--- src/rtl/serial_addsub.sv ---
`default_nettype none
// ============================================================================
//  Module   : serial_addsub
//  Brief    : Digit-serial adder/subtractor. Operands are captured on start and
//             consumed DIGIT bits per clock through a DIGIT-bit adder with a
//             registered carry. Completion is flagged by a one-cycle done pulse
//             with carry-out and signed-overflow flags.
//  Revision : 1.0 - initial release
// ============================================================================
module serial_addsub #(
  parameter int WIDTH = 16,
  parameter int DIGIT = 1
) (
  input  logic             clk,
  input  logic             reset_n,
  input  logic             start,
  input  logic             mode,
  input  logic [WIDTH-1:0] a,
  input  logic [WIDTH-1:0] b,
  output logic             busy,
  output logic             done,
  output logic [WIDTH-1:0] sum,
  output logic             carry_out,
  output logic             overflow,
  output logic [WIDTH-1:0] contents_a,
  output logic [WIDTH-1:0] contents_b
);

  localparam int N  = WIDTH / DIGIT;
  localparam int CW = (N > 1) ? $clog2(N) : 1;

  localparam logic [CW-1:0] c_last = CW'(N - 1);
  localparam logic [CW-1:0] c_one  = CW'(1);

  typedef enum logic [0:0] {
    S_IDLE = 1'b0,
    S_RUN  = 1'b1
  } state_t;

  state_t           r_state;
  state_t           w_state_next;

  logic [WIDTH-1:0] r_a;
  logic [WIDTH-1:0] r_b;
  logic [WIDTH-1:0] r_sum;
  logic [CW-1:0]    r_cnt;
  logic             r_carry;
  logic             r_done;
  logic             r_cout;
  logic             r_ovf;

  logic             w_accept;
  logic             w_last;
  logic [DIGIT:0]   w_dig;
  logic             w_cin_msb;
  logic             w_ovf;
  logic [WIDTH-1:0] w_sum_next;

  assign w_accept = (r_state == S_IDLE) && start;
  assign w_last   = (r_state == S_RUN) && (r_cnt == c_last);

  // One digit of the addition: low DIGIT bits of each operand plus the carry.
  assign w_dig = {1'b0, r_a[DIGIT-1:0]} + {1'b0, r_b[DIGIT-1:0]}
               + {{DIGIT{1'b0}}, r_carry};

  // The carry into the digit's top bit is recovered from that bit's sum:
  // s = a ^ b ^ cin, so cin = a ^ b ^ s. Overflow is cin(MSB) ^ cout(MSB).
  assign w_cin_msb = r_a[DIGIT-1] ^ r_b[DIGIT-1] ^ w_dig[DIGIT-1];
  assign w_ovf     = w_cin_msb ^ w_dig[DIGIT];

  // New digit enters at the MSB end so the result ends up LSB-aligned.
  generate
    if (DIGIT == WIDTH) begin : g_sum_full
      assign w_sum_next = w_dig[DIGIT-1:0];
    end else begin : g_sum_shift
      assign w_sum_next = {w_dig[DIGIT-1:0], r_sum[WIDTH-1:DIGIT]};
    end
  endgenerate

  // State register.
  always_ff @(posedge clk or negedge reset_n) begin
    if (!reset_n) r_state <= S_IDLE;
    else          r_state <= w_state_next;
  end

  // Next-state logic: IDLE -> RUN on start, RUN -> IDLE after the last digit.
  always_comb begin
    w_state_next = r_state;
    case (r_state)
      S_IDLE:  if (start)  w_state_next = S_RUN;
      S_RUN:   if (w_last) w_state_next = S_IDLE;
      default: w_state_next = S_IDLE;
    endcase
  end

  // Datapath: capture on start, then shift one digit per cycle while running.
  always_ff @(posedge clk or negedge reset_n) begin
    if (!reset_n) begin
      r_a     <= '0;
      r_b     <= '0;
      r_sum   <= '0;
      r_cnt   <= '0;
      r_carry <= 1'b0;
      r_done  <= 1'b0;
      r_cout  <= 1'b0;
      r_ovf   <= 1'b0;
    end else begin
      r_done <= 1'b0;
      if (w_accept) begin
        r_a     <= a;
        r_b     <= mode ? ~b : b;
        r_carry <= mode;
        r_cnt   <= '0;
        r_sum   <= '0;
        r_cout  <= 1'b0;
        r_ovf   <= 1'b0;
      end else if (r_state == S_RUN) begin
        r_a     <= r_a >> DIGIT;
        r_b     <= r_b >> DIGIT;
        r_sum   <= w_sum_next;
        r_carry <= w_dig[DIGIT];
        if (w_last) begin
          r_cnt  <= '0;
          r_done <= 1'b1;
          r_cout <= w_dig[DIGIT];
          r_ovf  <= w_ovf;
        end else begin
          r_cnt  <= r_cnt + c_one;
        end
      end
    end
  end

  assign busy       = (r_state == S_RUN);
  assign done       = r_done;
  assign sum        = r_sum;
  assign carry_out  = r_cout;
  assign overflow   = r_ovf;
  assign contents_a = r_a;
  assign contents_b = r_b;

endmodule
`default_nettype wire

--- config.mk ---
export PLATFORM = sky130hd
export DESIGN_NAME = serial_addsub
export DESIGN_NICKNAME = d
export VERILOG_FILES = /design/src/rtl/serial_addsub.sv
export SDC_FILE = /design/constraint.sdc
export NUM_CORES = 1
export LEC_CHECK = 0
export ABC_AREA = 0
export BUFFER_PORTS_ARGS = -buffer_cell sky130_fd_sc_hd__buf_2
export CORE_MARGIN = 5
export CORE_UTILIZATION = 35
export CTS_CLUSTER_DIAMETER = 60
export DETAILED_ROUTE_END_ITERATION = 12
export SKIP_LAST_GASP = 1
export SYNTH_ARGS = -nofsm -noshare
export SYNTH_HDL_FRONTEND = slang
export SYNTH_SLANG_ARGS = --single-unit
--- constraint.sdc ---
create_clock -name clk -period 4.9 [get_ports clk]
set_clock_uncertainty 0.2 [all_clocks]
set_input_delay 0.735 -clock clk [delete_from_list [all_inputs] [get_ports clk]]
set_output_delay 0.735 -clock clk [all_outputs]
set_load 0.05 [all_outputs]
Word level (Yosys, flattened, before mapping)
Index checks and enable logic that the tools add are counted.
{"block": "classes", "n_lt_le_gt_ge": 0, "n_mux": 24, "n_shift": 0, "n_reduce_logical": 5, "add_sub_neg": 3, "n_mul": 0, "eq_ne": 1, "n_bitwise": 5, "div_mod_pow": 0}
{"cell": "16-bit 2-to-1 mux", "n": 7}
{"cell": "16-bit NOT", "n": 1}
{"cell": "1-bit 2-to-1 mux", "n": 13}
{"cell": "4-bit 2-to-1 mux", "n": 3}
{"cell": "4-bit by 1-bit adder with 4-bit output (second input constant)", "n": 1}
{"cell": "4-bit equality test (second input constant)", "n": 1}
{"cell": "2-bit nonzero test", "n": 2}
{"cell": "1-bit XOR", "n": 3}
{"cell": "1-bit by 1-bit adder with 2-bit output", "n": 1}
{"cell": "2-bit by 1-bit adder with 2-bit output", "n": 1}
{"cell": "1-bit logical AND", "n": 2}
{"cell": "1-bit case mux with 2 select lines", "n": 1}
{"cell": "2-bit AND reduction", "n": 1}
{"cell": "1-bit NOT", "n": 1}
{"block": "totals", "ramBits": 0, "latch_bits": 0, "n_memories": 0, "inputBits": 36, "output_inout_bits": 52, "register_bits": 57, "mem_bits_ro": 0, "wordCells": 47}

Longest topological paths before layout
Gate-level depths: netlist (run 1).
{"block": "logic_depth", "depth_word": 7, "ltp_mapped": 5, "depth_no_buf": 4}

Least setup slack after synthesis (run 1)
No wires, ideal clock.
{"block": "synth_path", "path_type": "register -> register", "from": "reg r_b[0], in the netlist contents_b[0]", "to": "reg r_ovf, in the netlist overflow", "stages_incl_launch_ff": 5, "arrival_ns": 1.690, "path_slack_ns": 2.924, "required_time_ns": 4.613, "setup_ns": 0.087, "period_less_slack_ns": 1.976, "path_cell_list": "dfrtp_1 -> fa_1 -> xnor2_1 -> xnor2_1 -> a211oi_2"}
{"block": "synth_between", "elab_chain_len": 7, "elab_cells_between_ends": 8}
{"element": "start: declaration", "line": "44", "source": "logic [WIDTH-1:0] r_b;"}
{"element": "start signal: assignment", "line": "111", "source": "r_b <= mode ? ~b : b;"}
{"element": "start signal: assignment", "line": "119", "source": "r_b <= r_b >> DIGIT;"}
{"element": "1-bit by 1-bit adder with 2-bit output", "line": "63", "source": "assign w_dig = {1'b0, r_a[DIGIT-1:0]} + {1'b0, r_b[DIGIT-1:0]}"}
{"element": "2-bit by 1-bit adder with 2-bit output", "line": "64", "source": "+ {{DIGIT{1'b0}}, r_carry};"}
{"element": "1-bit XOR", "line": "68", "source": "assign w_cin_msb = r_a[DIGIT-1] ^ r_b[DIGIT-1] ^ w_dig[DIGIT-1];"}
{"element": "1-bit XOR (*)", "line": "69", "source": "assign w_ovf = w_cin_msb ^ w_dig[DIGIT];"}
{"element": "1-bit 2-to-1 mux (*)", "line": "122", "source": "if (w_last) begin"}
{"element": "1-bit 2-to-1 mux (*)", "line": "117", "source": "end else if (r_state == S_RUN) begin"}
{"element": "1-bit 2-to-1 mux (*)", "line": "109", "source": "if (w_accept) begin"}
{"element": "end signal: assignment", "line": "126", "source": "r_ovf <= w_ovf;"}
{"element": "end: declaration", "line": "50", "source": "logic r_ovf;"}
Mark *: on every way between the ends. The rest lies on a longest branch, timed or not. The select of a mux whose other input is x is not followed.
A chain may end at the register's enable or synchronous reset.

Final worst setup path (run 1)
{"block": "layout_path", "from": "reg r_state, in the netlist busy", "to": "out busy"}
{"element": "start: declaration", "line": "40", "source": "state_t r_state;"}
{"element": "start signal: assignment", "line": "83", "source": "else r_state <= w_state_next;"}
{"element": "end: declaration", "line": "20", "source": "output logic busy,"}
No word-level cell between the ends.

==> out/metrics.cfg, run 1 <==
[run_status]
result_of_the_run = completed

[timing]
final_max_slew_viol_count = 0
final_worst_path_period_share_pct = 50.54
finalSetupViolCount = 0
worstMarginPinSlew_ns = 0.7103
fmax_ghz = 0.4038
report.final.hold_viol_count = 0
rsz_0062_raised_after_global_routing = false
timing.hold.ws_ns = 0.2935
max_slew_margin_pct = 52.64
finalWorstPathRequiredPeriod_ns = 2.477
fin_setup_tns_ns = 0

[logic_synthesis]
syn-num-nets = 268
netlist_instances = 230
main_combinational_cell_family_by_area_after_synthesis = compound AO/OA/AOI/OAI gates
synth_compound_area_share_pct = 13.59
netlist_area_um2 = 2633
ys_warn_count = 0
synth_sequential_area_ratio_pct = 54.18
synth_adder_area_share_pct = 1.236
synthXorXnorAreaFrac_pct = 6.654
synthDistinctLibCells = 25
synth.ff_latch_count = 57
synth_area_per_cell_um2 = 11.45
synth_mux_area_share_pct = 12.55
yosys.area_share.simple_pct = 6.797

[clocking]
clk_pin_slew_ns = 0.06
cts_htree_levels = 3
tritoncts = built
numCtsBuffers = 9
cts_resized = 0
clk_path_buf_depth = 2
insertion_delay_ns = 0.33
cts_sinks = 57
clock_root_buffer = sky130_fd_sc_hd__clkbuf_8
hold_buffer_count_at_cts = 0
cts.repair_timing.setup_buffer_count = 0

[critical_path]
critPathMaxStageDelay_ns = 0.81
worstPathRequired_ns = 3.96
critical_path_peak_fanout = 43
timing.critical_path.to_type = primary output
worstPathCellList = buf_2
critPathBufInv = 1
critical-path-slowest-cell = sky130_fd_sc_hd__dfrtp_2
crit_start_category = flop
critical_path.top_delay_family = flip-flops
arrival_ns = 1.54
setup.worst_path.class = flop to primary output

[route]
detailedRoute.firstIterationViolations = 79
vias_per_cell = 4.659
drtAntennaViolNets = 0
totalWireLength_um = 6064
number_of_vias_in_the_routed_layout = 1943
post-route-drc-count = 0
detail_route.first_pass.iterations = 4
routedWlPerCell_um = 14.54

[power]
power.switching_mw = 1.135
clock_power_share_pct = 18.4
vdd_ir_drop_max_mv = 0.3081
p_int_mw = 1.222
leakage_nw = 1.733
power.sequential.fraction_pct = 34.6
p_sw_share_pct = 48.13
power_per_unit_of_standard_cell_area_nw_per_um2 = 716.3
power.combinational.fraction_pct = 46.9

[floorplan]
die_w_um = 96.73
floorplan.die_area_um2 = 9356
die_y_um = 96.73
ioPinCount = 88
start_util_pct = 36.10
coreArea_um2 = 7292
std_cell_rows = 31

[flow_run]
maxCapViolations = 0

[placement]
place.port_buffers = 87
hpwl_um = 4080
globalplace.congestion = 0.7284

[cells_and_area]
area_growth_syn_to_layout_pct = 25.00
proportion_of_layout_cells_with_a_drive_suffix_above_1_pct = 33.65
postLayoutCoreUtil_pct = 45.13
num-nets-final = 352
antenna-diode-count = 0

[global_route]
grt_pass1_wl_um = 10460
grt_overflow = 0
gr-usage-all-layers_pct = 13.66
grt_pass1_vias = 2108
number_of_antenna_violations_at_the_first_check_in_global_routing = 0
largest_net_degree_at_the_start_of_global_routing = 58

[worst_hold_path]
hp_class = flop to flop

[final timing paths]
check                             start        to  slack [ns]  cells past startpoint
worst max register to register     busy  r_cnt[3]        2.91                      4
worst max-delay path               busy      busy        2.42                      1
max in group asynchronous       reset_n      busy        3.65                      2
worst min register to register   sum[0]    sum[0]        0.29                      1
min in group asynchronous       reset_n    sum[2]        0.33                      2
worst min-delay path             sum[0]    sum[0]        0.29                      1
[placed cells by master, fill, tap and decap left out, types with 2 or more instances in the layout]
cell,count
sky130_fd_sc_hd__buf_4,4
sky130_fd_sc_hd__nor2_1,6
sky130_fd_sc_hd__clkbuf_8,11
sky130_fd_sc_hd__o211ai_1,2
sky130_fd_sc_hd__clkinv_2,2
sky130_fd_sc_hd__buf_2,87
sky130_fd_sc_hd__o21ai_0,30
sky130_fd_sc_hd__xnor2_1,4
sky130_fd_sc_hd__nand2_1,34
sky130_fd_sc_hd__dfrtp_1,56
sky130_fd_sc_hd__mux2i_1,33
sky130_fd_sc_hd__xor2_1,16
sky130_fd_sc_hd__a22o_1,18
sky130_fd_sc_hd__o21ai_1,2
[logic make-up after synthesis]
group                      after synthesis
DFF                                     57
AOI/OAI and AO/OA                       55
and+or+nand+nor                         44
xor gates and xnor gates                20
adders and majority gates                2
muxes                                   33
buffers and inverters                   19
[cell usage after synthesis]
cell type	instances	share of area (%)
sky130_fd_sc_hd__dfrtp_1	57	54
sky130_fd_sc_hd__nand2_1	34	4.8
sky130_fd_sc_hd__mux2i_1	33	13
sky130_fd_sc_hd__o21ai_0	30	5.7
sky130_fd_sc_hd__a22o_1	18	6.0
sky130_fd_sc_hd__xor2_1	16	5.3
sky130_fd_sc_hd__buf_2	6	1.1
sky130_fd_sc_hd__nor2_1	6	0.86
sky130_fd_sc_hd__buf_4	5	1.4
sky130_fd_sc_hd__xnor2_1	4	1.3
sky130_fd_sc_hd__buf_6	3	1.3
sky130_fd_sc_hd__clkbuf_1	3	0.43
sky130_fd_sc_hd__o211ai_1	2	0.57
sky130_fd_sc_hd__o21ai_1	2	0.38
sky130_fd_sc_hd__a211oi_1	1	0.29
sky130_fd_sc_hd__a211oi_2	1	0.48
sky130_fd_sc_hd__a21oi_1	1	0.19
sky130_fd_sc_hd__and4_1	1	0.33
sky130_fd_sc_hd__buf_8	1	0.57
sky130_fd_sc_hd__fa_1	1	0.76
sky130_fd_sc_hd__ha_1	1	0.48
sky130_fd_sc_hd__inv_1	1	0.14
sky130_fd_sc_hd__nand3_1	1	0.19
sky130_fd_sc_hd__nand4b_1	1	0.33
sky130_fd_sc_hd__nor2b_1	1	0.24
[power groups by stage]
| stage | logic (mW) | clock network [mW] | registers [mW] |
|---|---|---|---|
| 6_report | 1.11 | 0.434 | 0.816 |
| 5_1_grt | 1.18 | 0.467 | 0.847 |
| 4_1_cts | 1.12 | 0.450 | 0.818 |
| 3_5_place_dp | 1.12 | 0 | 0.822 |
| 3_3_place_gp | 1.10 | 0 | 0.822 |
| 2_1_floorplan | 0.364 | 0 | 1.31 |
[metrics by stage]
stage | setup slack (ns) | power, mW | area (um2) | instances
6_report | 2.423 | 2.357 | 3291 | 417
5_1_grt | 2.341 | 2.499 | 3291 | 417
4_1_cts | 2.411 | 2.389 | 3291 | 417
3_5_place_dp | 2.406 | 1.940 | 3095 | 402
3_3_place_gp | 2.441 | 1.921 | 3095 | 402
2_1_floorplan | 2.924 | 1.670 | 2633 | 230
[sequential cells by signal, indices dropped and copies added (netlist names)]
register and flops:
contents_a 16, done 1, sum 16, r_cnt 4, carry_out 1, busy 1
contents_b 16, overflow 1, r_carry 1
[layer usage]
layer	GRT usage [%]	wire length (um)
met5	0	0
met4	7.559	100
met3	3.309	288
met2	21.07	2792
met1	17.58	2882
[area by class of cell]
| type | instances | area (um2) |
|---|---|---|
| fill | 759 | 4001 |
| sequential | 57 | 1428 |
| multi-input combinational | 154 | 1075 |
| timing repair buffer | 91 | 465.4 |
| clock buffer | 12 | 155.1 |
| tap | 99 | 123.9 |
| clock inverter | 3 | 40.04 |
| inverter | 1 | 3.754 |
(Power assumes the default switching activity.)
==> run 2: changes to the inputs <==
clock period = 2.05 ns   (was 4.9 ns; I/O delays follow)
==> run 2 against run 1 <==
Compared with the run above: global-route usage rose by 0.070 points; clock power rose to 2.8 times the previous value; worst hold slack worse by 0.26 ns; via count is 2.2% higher; register-to-register slack got worse by 2.6 ns; non-clock buffer count is 5 higher; count of clock-buffer cells in the layout is the same; total power grew 150%; sequential cell count unchanged; combinational power up 150%; design area grew 3.3%; critical path type is now flop to flop; critical endpoint is now overflow; largest power group unchanged.
==> out/metrics.cfg, run 2 (synthesized netlist as in run 1, its figures left out) <==
[run_status]
result_of_the_run = completed

[timing]
report.final.hold_viol_count = 0
final_worst_path_period_share_pct = 86.56
max_slew_margin_pct = 65.62
worstMarginPinSlew_ns = 0.5157
fmax_ghz = 0.5636
rsz_0062_raised_after_global_routing = false
fin_setup_tns_ns = 0
finalSetupViolCount = 0
finalWorstPathRequiredPeriod_ns = 1.774
final_max_slew_viol_count = 0

[clocking]
tritoncts = built
cts_resized = 0
clock_root_buffer = sky130_fd_sc_hd__clkbuf_8
cts_sinks = 57
numCtsBuffers = 9
cts.repair_timing.setup_buffer_count = 0
hold_buffer_count_at_cts = 1
cts_htree_levels = 3
clk_pin_slew_ns = 0.07
clk_path_buf_depth = 2
insertion_delay_ns = 0.33

[route]
drtAntennaViolNets = 0
detail_route.first_pass.iterations = 4
totalWireLength_um = 6040
number_of_vias_in_the_routed_layout = 1985
vias_per_cell = 4.693
routedWlPerCell_um = 14.28
post-route-drc-count = 0
detailedRoute.firstIterationViolations = 88

[cells_and_area]
proportion_of_layout_cells_with_a_drive_suffix_above_1_pct = 34.88
mostFrequentLayoutCells = 87 x sky130_fd_sc_hd__buf_2, 56 x sky130_fd_sc_hd__dfrtp_1, 34 x sky130_fd_sc_hd__nand2_1, 33 x sky130_fd_sc_hd__mux2i_1, 30 x sky130_fd_sc_hd__o21ai_0
filler_cell_count_in_the_final_layout = 739
multi_input_area_um2 = 1075
area_growth_syn_to_layout_pct = 29.13
num-nets-final = 357
final_common_cell = sky130_fd_sc_hd__buf_2
postLayoutCoreUtil_pct = 46.62
final_cell_count_no_fill = 423
antenna-diode-count = 0
final-seq-area_um2 = 1428

[global_route]
largest_net_degree_at_the_start_of_global_routing = 58
gr-usage-all-layers_pct = 13.73
grt_pass1_vias = 2073
number_of_antenna_violations_at_the_first_check_in_global_routing = 0
grt_overflow = 0
grt_pass1_wl_um = 10470

[power]
p_total_mw = 5.858
leakage_nw = 1.785
power_per_unit_of_standard_cell_area_nw_per_um2 = 1723
vdd_ir_drop_max_mv = 0.6741

[floorplan]
start_util_pct = 36.10
floorplan.die_area_um2 = 9356
die_w_um = 96.73
die_y_um = 96.73
std_cell_rows = 31
coreArea_um2 = 7292
ioPinCount = 88

[worst_hold_path]
hp_class = input port to flop

[critical_path]
crit_start_category = flop
setup.worst_path.class = flop to flop
worstPathRequired_ns = 2.10
timing.critical_path.to_type = flop
critical_path_peak_fanout = 4
arrival_ns = 1.82

[placement]
place.port_buffers = 87
hpwl_um = 4175
globalplace.congestion = 0.7329
placed_cells = 406

[flow_run]
maxCapViolations = 0

## run 2: cell count changes in the layout (fill, tap and decap cells not counted), sizes merged
cell | previous run | this run
dlygate4sd3 | 0 | 1
bufinv | 1 | 2
buf | 91 | 95
## run 2: report_power, final
part / switching (mW) / internal [mW]
logic: 1.93 / 0.792
clock network: 0.444 / 0.784
registers: 0.362 / 1.54
total: 2.74 / 3.12
## run 2: worst paths after layout
check / end / startpoint / slack, ns / depth (start not counted)
min: contents_a[15] / a[15] / 0.03 / 3
min reg2reg: sum[0] / sum[0] / 0.29 / 1
min in group asynchronous: sum[13] / reset_n / 0.32 / 3
max: overflow / contents_a[0] / 0.28 / 4
max reg2reg: overflow / contents_a[0] / 0.28 / 4
max in group asynchronous: contents_a[6] / reset_n / 1.07 / 3
## run 2: routing by layer
| metal | wire length, um | up-vias | GRT usage, % | share of wire [%] |
|---|---|---|---|---|
| met5 | 0 | - | 0 | 0 |
| met2 | 2728 | 57 | 20.38 | 45 |
| li1 | - | 971 | - | - |
| met4 | 85 | 0 | 6.479 | 1.4 |
| met3 | 296 | 8 | 3.885 | 4.9 |
| met1 | 2930 | 949 | 18.47 | 49 |
## run 2: critical path, stage by stage, from the launching register on
cell and delay (ns):
sky130_fd_sc_hd__dfrtp_1 0.44, sky130_fd_sc_hd__fa_1 0.60, sky130_fd_sc_hd__xnor2_1 0.14, sky130_fd_sc_hd__xnor2_1 0.10, sky130_fd_sc_hd__a211oi_2 0.21
## run 2: area by class of cell
cell class,instances,area share [%]
multi-input cells,154,31.62
inverters,1,0.1104
flip-flops and latches,57,41.99
clock buffers,12,4.858
repair buffers,96,15.61
well taps,99,3.644
clock inverters,4,2.172
## run 2: through the flow
step	hold WS (ns)	instance area [um2]	setup slack [ns]
floorplan	-0.1881	2633	0.07367
global placement	0.1320	3151	0.3258
detailed placement	0.1389	3151	0.2713
CTS	0.01671	3400	0.2595
global route	0.04321	3400	0.2172
finish	0.03362	3400	0.2756
==> run 3: changes to the inputs <==
CORE_ASPECT_RATIO = 0.6   (was default)
CORE_UTILIZATION = 40   (was 35)
PLACE_DENSITY = 0.68   (was default)
==> run 3 against run 2 <==
Compared with the run above: register-to-register slack about the same; sequential power about the same; setup slack improved by 0.0016 ns; worst hold slack got worse by 0.0029 ns; critical path depth unchanged; clock power decreased by 26%; total power decreased by 5.4%; sequential share of layout area increased by 1.3 points; combinational power about the same; count of clock-buffer cells in the layout increased by 1; non-clock buffer count decreased by 1; maximum frequency about the same.
==> out/metrics.cfg, run 3 (synthesized netlist as in run 1, its figures left out) <==
[run_status]
result_of_the_run = completed

[power]
vdd_ir_drop_max_mv = 0.7606
power_per_unit_of_standard_cell_area_nw_per_um2 = 1681
leakage_nw = 1.746

[clocking]
clock_root_buffer = sky130_fd_sc_hd__clkbuf_8
clk_path_buf_depth = 2
cts_htree_levels = 3
clk_pin_slew_ns = 0.06
cts_sinks = 57
insertion_delay_ns = 0.33
numCtsBuffers = 9
cts_resized = 0
hold_buffer_count_at_cts = 1
cts.repair_timing.setup_buffer_count = 0
tritoncts = built

[global_route]
grt_pass1_vias = 2048
grt_overflow = 0
largest_net_degree_at_the_start_of_global_routing = 58
number_of_antenna_violations_at_the_first_check_in_global_routing = 1
grt_pass1_wl_um = 9908
gr-usage-all-layers_pct = 15.28

[timing]
max_slew_margin_pct = 67.49
fin_setup_tns_ns = 0
finalSetupViolCount = 0
fmax_ghz = 0.5641
final_worst_path_period_share_pct = 86.48
report.final.hold_viol_count = 0
timing.hold.ws_ns = 0.03069
final.setup.worst_slack_ns = 0.2772
final_max_slew_viol_count = 0
worstMarginPinSlew_ns = 0.4876
rsz_0062_raised_after_global_routing = false
finalWorstPathRequiredPeriod_ns = 1.773

[critical_path]
cp_common_cell = sky130_fd_sc_hd__xnor2_1
regToRegStartpoint = contents_a[0]
critical_path.top_delay_family = adder cells
r2r_setup_slack_ns = 0.28
arrival_ns = 1.82
worstPathCellList = fa_1 > xnor2_1 > xnor2_1 > a211oi_2
critPathBufInv = 0
timing.critical_path.to_type = flop
critical_path_peak_fanout = 4
crit_start_category = flop
worstPathRequired_ns = 2.09
worstReg2RegEnd = overflow
setup.worst_path.class = flop to flop
critPathMaxStageDelay_ns = 0.59
worst_r2r_path_depth = 4
critical-path-slowest-cell = sky130_fd_sc_hd__fa_1

[placement]
placed_cells = 390
placedInstanceArea_um2 = 3112
globalplace.congestion = 0.7798
place.port_buffers = 87
detailedPlace.worstSlack_ns = 0.2593
hpwl_um = 4264

[floorplan]
die_y_um = 72.84
coreArea_um2 = 6248
ioPinCount = 88
std_cell_rows = 22
die_w_um = 114.7
start_util_pct = 42.13
floorplan.die_area_um2 = 8357

[route]
detail_route.first_pass.iterations = 4
totalWireLength_um = 6073
detailedRoute.firstIterationViolations = 69
number_of_vias_in_the_routed_layout = 2030
drtAntennaViolNets = 0
post-route-drc-count = 0
routedWlPerCell_um = 14.92
vias_per_cell = 4.988

[cells_and_area]
proportion_of_layout_cells_with_a_drive_suffix_above_1_pct = 34.06
filler_cell_count_in_the_final_layout = 560
area_growth_syn_to_layout_pct = 25.19
num-nets-final = 356
mostFrequentLayoutCells = 87 x sky130_fd_sc_hd__buf_2, 56 x sky130_fd_sc_hd__dfrtp_1, 34 x sky130_fd_sc_hd__nand2_1, 33 x sky130_fd_sc_hd__mux2i_1, 30 x sky130_fd_sc_hd__o21ai_0
antenna-diode-count = 0
final_common_cell = sky130_fd_sc_hd__buf_2
final_design_area_no_fill_um2 = 3296
final_cell_count_no_fill = 407

[flow_run]
maxCapViolations = 0

[worst_hold_path]
worst_hold_start = a[15]
timing.hold.worst_endpoint = contents_a[15]
hp_class = input port to flop
worstHoldPathCells = 3

## run 3: layout make-up
| type | instances | area (um2) | area share, % |
|---|---|---|---|
| Timing Repair Buffer | 95 | 510.5 | 15.49 |
| Inverter | 1 | 3.754 | 0.1139 |
| Multi-Input combinational cell | 154 | 1075 | 32.61 |
| Clock inverter | 3 | 15.01 | 0.4556 |
| Tap cell | 84 | 105.1 | 3.189 |
| Clock buffer | 13 | 158.9 | 4.822 |
| Sequential cell | 57 | 1428 | 43.32 |
## run 3: how the worst max path moves through the flow
stage / startpoint / end / slack (ns) / depth (start not counted)
after detailed placement: contents_a[0] / overflow / 0.26 / 4
after CTS: contents_a[0] / overflow / 0.24 / 4
after global routing: contents_a[0] / overflow / 0.17 / 4
after global placement: contents_a[0] / overflow / 0.32 / 4
final: contents_a[0] / overflow / 0.28 / 4
after floorplan: contents_b[0] / overflow / 0.07 / 4
## run 3: report_power, final
part	total (mW)	switching, mW	internal, mW
Clock	0.916	0.417	0.499
Sequential	1.91	0.371	1.54
Combinational	2.71	1.93	0.778
## run 3: metal layers
layer / wire [um] / up-vias / global-route usage [%]
met3: 511 / 7 / 6.794
met4: 61 / 2 / 4.688
met1: 3016 / 973 / 21.76
met5: 7 / - / 0
met2: 2476 / 71 / 20.76
li1: - / 977 / -
## run 3: stage by stage
| stage | utilization [%] | power, mW |
|---|---|---|
| after detailed placement | 49.80 | 4.654 |
| after floorplan | - | 3.991 |
| after global routing | 52.74 | 5.860 |
| after CTS | 52.74 | 5.602 |
| final | 52.74 | 5.539 |
| after global placement | 49.80 | 4.609 |
## run 3: tightest hold or removal path, stage by stage
cell and delay, ns:
sky130_fd_sc_hd__buf_2 0.07, sky130_fd_sc_hd__mux2i_1 0.06, sky130_fd_sc_hd__nor2_1 0.08
